`src/rtl/fetch_queue_ctrl.sv`:
```
// Instruction fetch queue: fetches sequentially from a combinational memory
// into a circular buffer of {pc, instr} entries that are drained by decode.
module fetch_queue_ctrl #(
  parameter int unsigned DEPTH    = 4,
  parameter logic [31:0] RESET_PC = 32'h0000_0000
) (
  input  logic                    clk_i,
  input  logic                    rst_i,
  output logic [31:0]             imem_addr_o,
  input  logic [31:0]             imem_instr_i,
  input  logic                    redirect_i,
  input  logic [31:0]             redirect_pc_i,
  output logic                    valid_o,
  input  logic                    ready_i,
  output logic [31:0]             instr_o,
  output logic [31:0]             pc_o,
  output logic [$clog2(DEPTH):0]  count_o
);

  localparam int unsigned AW = $clog2(DEPTH);
  // DEPTH is a power of two, so "full" is just the top count bit.
  localparam logic [AW:0] FULL = {1'b1, {AW{1'b0}}};

  logic [31:0]   fetch_pc;
  logic [AW-1:0] wr_ptr;
  logic [AW-1:0] rd_ptr;
  logic [AW:0]   count;
  logic [31:0]   pc_mem    [DEPTH];
  logic [31:0]   instr_mem [DEPTH];
  logic          valid;
  logic          deq;
  logic          enq;

  always_comb begin
    valid = (count != '0);
    deq   = valid & ready_i & ~redirect_i;
    enq   = ~redirect_i & ((count != FULL) | deq);
  end

  always_ff @(posedge clk_i) begin
    if (rst_i) begin
      fetch_pc <= RESET_PC;
      wr_ptr   <= '0;
      rd_ptr   <= '0;
      count    <= '0;
    end else if (redirect_i) begin
      fetch_pc <= redirect_pc_i & ~32'h3;
      wr_ptr   <= '0;
      rd_ptr   <= '0;
      count    <= '0;
    end else begin
      if (enq) begin
        wr_ptr   <= wr_ptr + 1'b1;
        fetch_pc <= fetch_pc + 32'd4;
      end
      if (deq) begin
        rd_ptr <= rd_ptr + 1'b1;
      end
      case ({enq, deq})
        2'b10:   count <= count + 1'b1;
        2'b01:   count <= count - 1'b1;
        default: count <= count;
      endcase
    end
  end

  // Storage carries no reset; occupancy alone decides what is visible.
  always_ff @(posedge clk_i) begin
    if (!rst_i && enq) begin
      pc_mem[wr_ptr]    <= fetch_pc;
      instr_mem[wr_ptr] <= imem_instr_i;
    end
  end

  assign imem_addr_o = fetch_pc;
  assign valid_o     = valid;
  assign count_o     = count;
  assign instr_o     = valid ? instr_mem[rd_ptr] : '0;
  assign pc_o        = valid ? pc_mem[rd_ptr]    : '0;

endmodule

```
`config.mk`:
```
export PLATFORM = sky130hd
export DESIGN_NAME = fetch_queue_ctrl
export DESIGN_NICKNAME = d
export VERILOG_FILES = /design/src/rtl/fetch_queue_ctrl.sv
export SDC_FILE = /design/constraint.sdc
export NUM_CORES = 1
export LEC_CHECK = 0
export CELL_PAD_IN_SITES_DETAIL_PLACEMENT = 1
export CELL_PAD_IN_SITES_GLOBAL_PLACEMENT = 2
export CORE_MARGIN = 1.5
export CORE_UTILIZATION = 40
export DETAILED_ROUTE_END_ITERATION = 6
export GPL_ROUTABILITY_DRIVEN = 0
export PLACE_DENSITY_LB_ADDON = 0.1
export RECOVER_POWER = 100
export REMOVE_ABC_BUFFERS = 1
export SETUP_SLACK_MARGIN = 0.3
export SLEW_MARGIN = 20
export SYNTH_ARGS = -nofsm -noshare
export SYNTH_HDL_FRONTEND = slang
export SYNTH_SLANG_ARGS = --single-unit
```
`constraint.sdc`:
```
create_clock -name clk_i -period 3.2 [get_ports clk_i]
set_input_delay 0.32 -clock clk_i [delete_from_list [all_inputs] [get_ports clk_i]]
set_output_delay 0.32 -clock clk_i [all_outputs]
set_load 0.005 [all_outputs]
```
==> flow_summary.toml <==
[worst_setup_path]
critPathMaxFanout = 20
crit_arrival_ns = 2.61
crit_type = "register to output pin"
worstSetupStartpointType = "register"
endpoint_kind = "output pin"
critPathRequiredTime_ns = 2.88

[logic_synthesis]
synth_edf_count = 248
syn_inst = 656
ys_seq_area_frac = 0.716
async_reset_ff_frac = 0
synthDistinctLibCells = 45
syn-cell-area_um2 = 11500
synthFlopType = "edfxtp_1"
avgSynthCellArea_um2 = 17.5
ys_seq_elements = 287
yosys_warnings = 0

[routing]
drt_iter0_markers = 255
postRouteAntennaNets = 0
totalWireLength_um = 27500
drcViolationCount = 0
num_vias = 6509
dr.pass1.iters = 4
via_per_inst = 5.24
routedWlPerCell_um = 22.1

[pwr]
fin_total_pwr_mw = 8.25
powerDensity_nw_per_um2 = 562
vdd_drop_max_mv = 0.327
p_leak_nw = 4.82

[cells_and_area]
diodes = 0
stdcell_count = 1243
drive_above_1_share = 0.158
final_core_util = 0.524
fillers = 2673
syn2layout_area_growth_pct = 27.6
regArea_um2 = 8240
multi_input_area_um2 = 3100
final_net_count = 915

[sta]
worst_pin_slew_ns = 1.12
slew_viol_final = 0
fin_ws_ns = 0.270
max_freq_mhz = 341
clock-skew-final_ns = 0.0288
rsz0062_at_grt = "no"
fin_crit_sh = 0.916
timing.hold.ws_ns = 0.326
hold_viol = 0
setup_violations = 0
slew_headroom = 0.252
fin_crit_ns = 2.93

[place]
io_buffers = 161
dp_cells = 1181
dp_hpwl_um = 17000
dp_slack_ns = 0.569

[clock_tree]
path_clk_slew_ns = 0.07
cts_inserted_buffers = 30
cts-root-buf = "clkbuf_16"
cts_max_path_buffers = 3
insertion_delay_ns = 0.56
cts_sinks = 287
cts_tree = "done"
htreeDepth = 1
holdBufCountCts = 0

[global_route]
overflow = 0
grt_first_pass_wirelength_um = 42600
track_usage = 0.186
grt_max_degree = 63
antenna_found_initial = 2
first_global_vias = 7143

[floorplanning]
io_pins = 168
fp.dieH_um = 173
dieWidth_um = 173
rows = 61
core_area_um2 = 28000
start_util = 0.411
fp.dieArea_um2 = 29800

[status]
outcome = "completed"

[run]
drv_cap = 0

[hold_path]
hp-class = "primary input to register"
-- flip-flops by register name (all words and copies together), names as in the netlist, named ones only --
register / cells
instr_mem: 128
pc_mem: 120
imem_addr_o: 30
count_o: 3
rd_ptr: 2
wr_ptr: 2
-- kinds of logic after synthesis --
logic type / synth area share
adder cells (fa/ha/maj): 0.00718
other: 0.000653
AO/OA/AOI/OAI: 0.0293
AND/OR/NAND/NOR: 0.0840
XOR/XNOR: 0.0229
flip-flops: 0.716
buffers and inverters: 0.0173
multiplexers: 0.123
-- through the flow --
step	area [µm²]	TNS, ns
after floorplan	11300	-36.07
after global placement	13700	0
after detailed placement	13700	0
after CTS	14800	0
after global routing	14700	0
final	14700	0
-- critical path: stages, from the launching register on --
cell           delay [ns]
dfxtp_1              0.46
or3_2                0.78
and2_1               0.23
dlygate4sd3_1        0.56
-- synth_stat cells (5+ instances only) --
| master | instances | area share |
|---|---|---|
| o21ai_0 | 6 | 0.0026 |
| inv_1 | 7 | 0.0023 |
| a211oi_1 | 16 | 0.010 |
| dfxtp_1 | 39 | 0.068 |
| edfxtp_1 | 248 | 0.65 |
| nand2_1 | 19 | 0.0062 |
| a21oi_1 | 9 | 0.0039 |
| xnor2_1 | 18 | 0.014 |
| nor4_1 | 5 | 0.0027 |
| nor3_1 | 5 | 0.0022 |
| ha_1 | 5 | 0.0054 |
| clkbuf_1 | 25 | 0.0082 |
| nand4_1 | 10 | 0.0054 |
| mux4_2 | 62 | 0.12 |
| and2_1 | 71 | 0.039 |
| xor2_1 | 12 | 0.0091 |
| buf_2 | 6 | 0.0026 |
| nor2_1 | 30 | 0.0098 |
| nand3_1 | 12 | 0.0052 |
-- placed cells by master, fill, tap and decap left out, types with 6 or more instances in the layout --
| master | n |
|---|---|
| and2_1 | 48 |
| nand2_1 | 19 |
| clkbuf_16 | 32 |
| clkbuf_1 | 13 |
| mux4_2 | 62 |
| dlygate4sd3_1 | 84 |
| nand3_1 | 12 |
| o21ai_0 | 6 |
| nor2_1 | 31 |
| nand4_1 | 10 |
| buf_12 | 6 |
| clkdlybuf4s50_1 | 77 |
| dfxtp_1 | 37 |
| xor2_1 | 12 |
| and2_0 | 21 |
| a211oi_1 | 16 |
| xnor2_1 | 18 |
| a21oi_1 | 9 |
| edfxtp_1 | 248 |
| buf_4 | 7 |
| inv_1 | 7 |
| clkinv_2 | 6 |
-- path summary, 6_finish.rpt --
path	from	endpoint	slack [ns]	cells past startpoint
max	count_o[0]	instr_o[24]	0.27	3
min	redirect_pc_i[4]	imem_addr_o[4]	0.33	3
max reg2reg	count_o[0]	pc_mem[2][2]	0.43	5
min reg2reg	wr_ptr[1]	wr_ptr[1]	0.50	2
-- metal layers --
| metal | share of wire | wire (µm) | up-vias | global-route usage |
|---|---|---|---|---|
| li1 | - | - | 2941 | - |
| met1 | 0.43 | 11700 | 3344 | 0.249 |
| met2 | 0.50 | 13800 | 178 | 0.314 |
| met3 | 0.049 | 1350 | 46 | 0.0292 |
| met4 | 0.023 | 622 | 0 | 0.0548 |
| met5 | 0 | 0 | - | 0 |
-- area by class of cell --
type,count,share of cell area
clock buffer,47,0.0618
inverter,8,0.00205
timing repair buffer,185,0.127
sequential,287,0.561
clock inverter,9,0.00494
multi-input combinational,329,0.211
tap,378,0.0322
-- power by group --
group / leakage [nW] / internal (mW) / total, mW / switching (mW)
Clock: 0.486 / 2.02 / 3.42 / 1.40
Sequential: 2.60 / 4.17 / 4.25 / 0.0862
Combinational: 1.73 / 0.322 / 0.580 / 0.258
-- repair_timing --
| action | CTS | global route |
|---|---|---|
| setup buffers | 3 | 1 |
| pin swaps | 1 | 1 |
| gates resized for setup | 3 | 1 |
| hold endpoints to repair | 0 | 0 |
| cloned | 1 | 1 |
| setup endpoints to repair | 60 | 26 |
(Power assumes the default switching activity.)
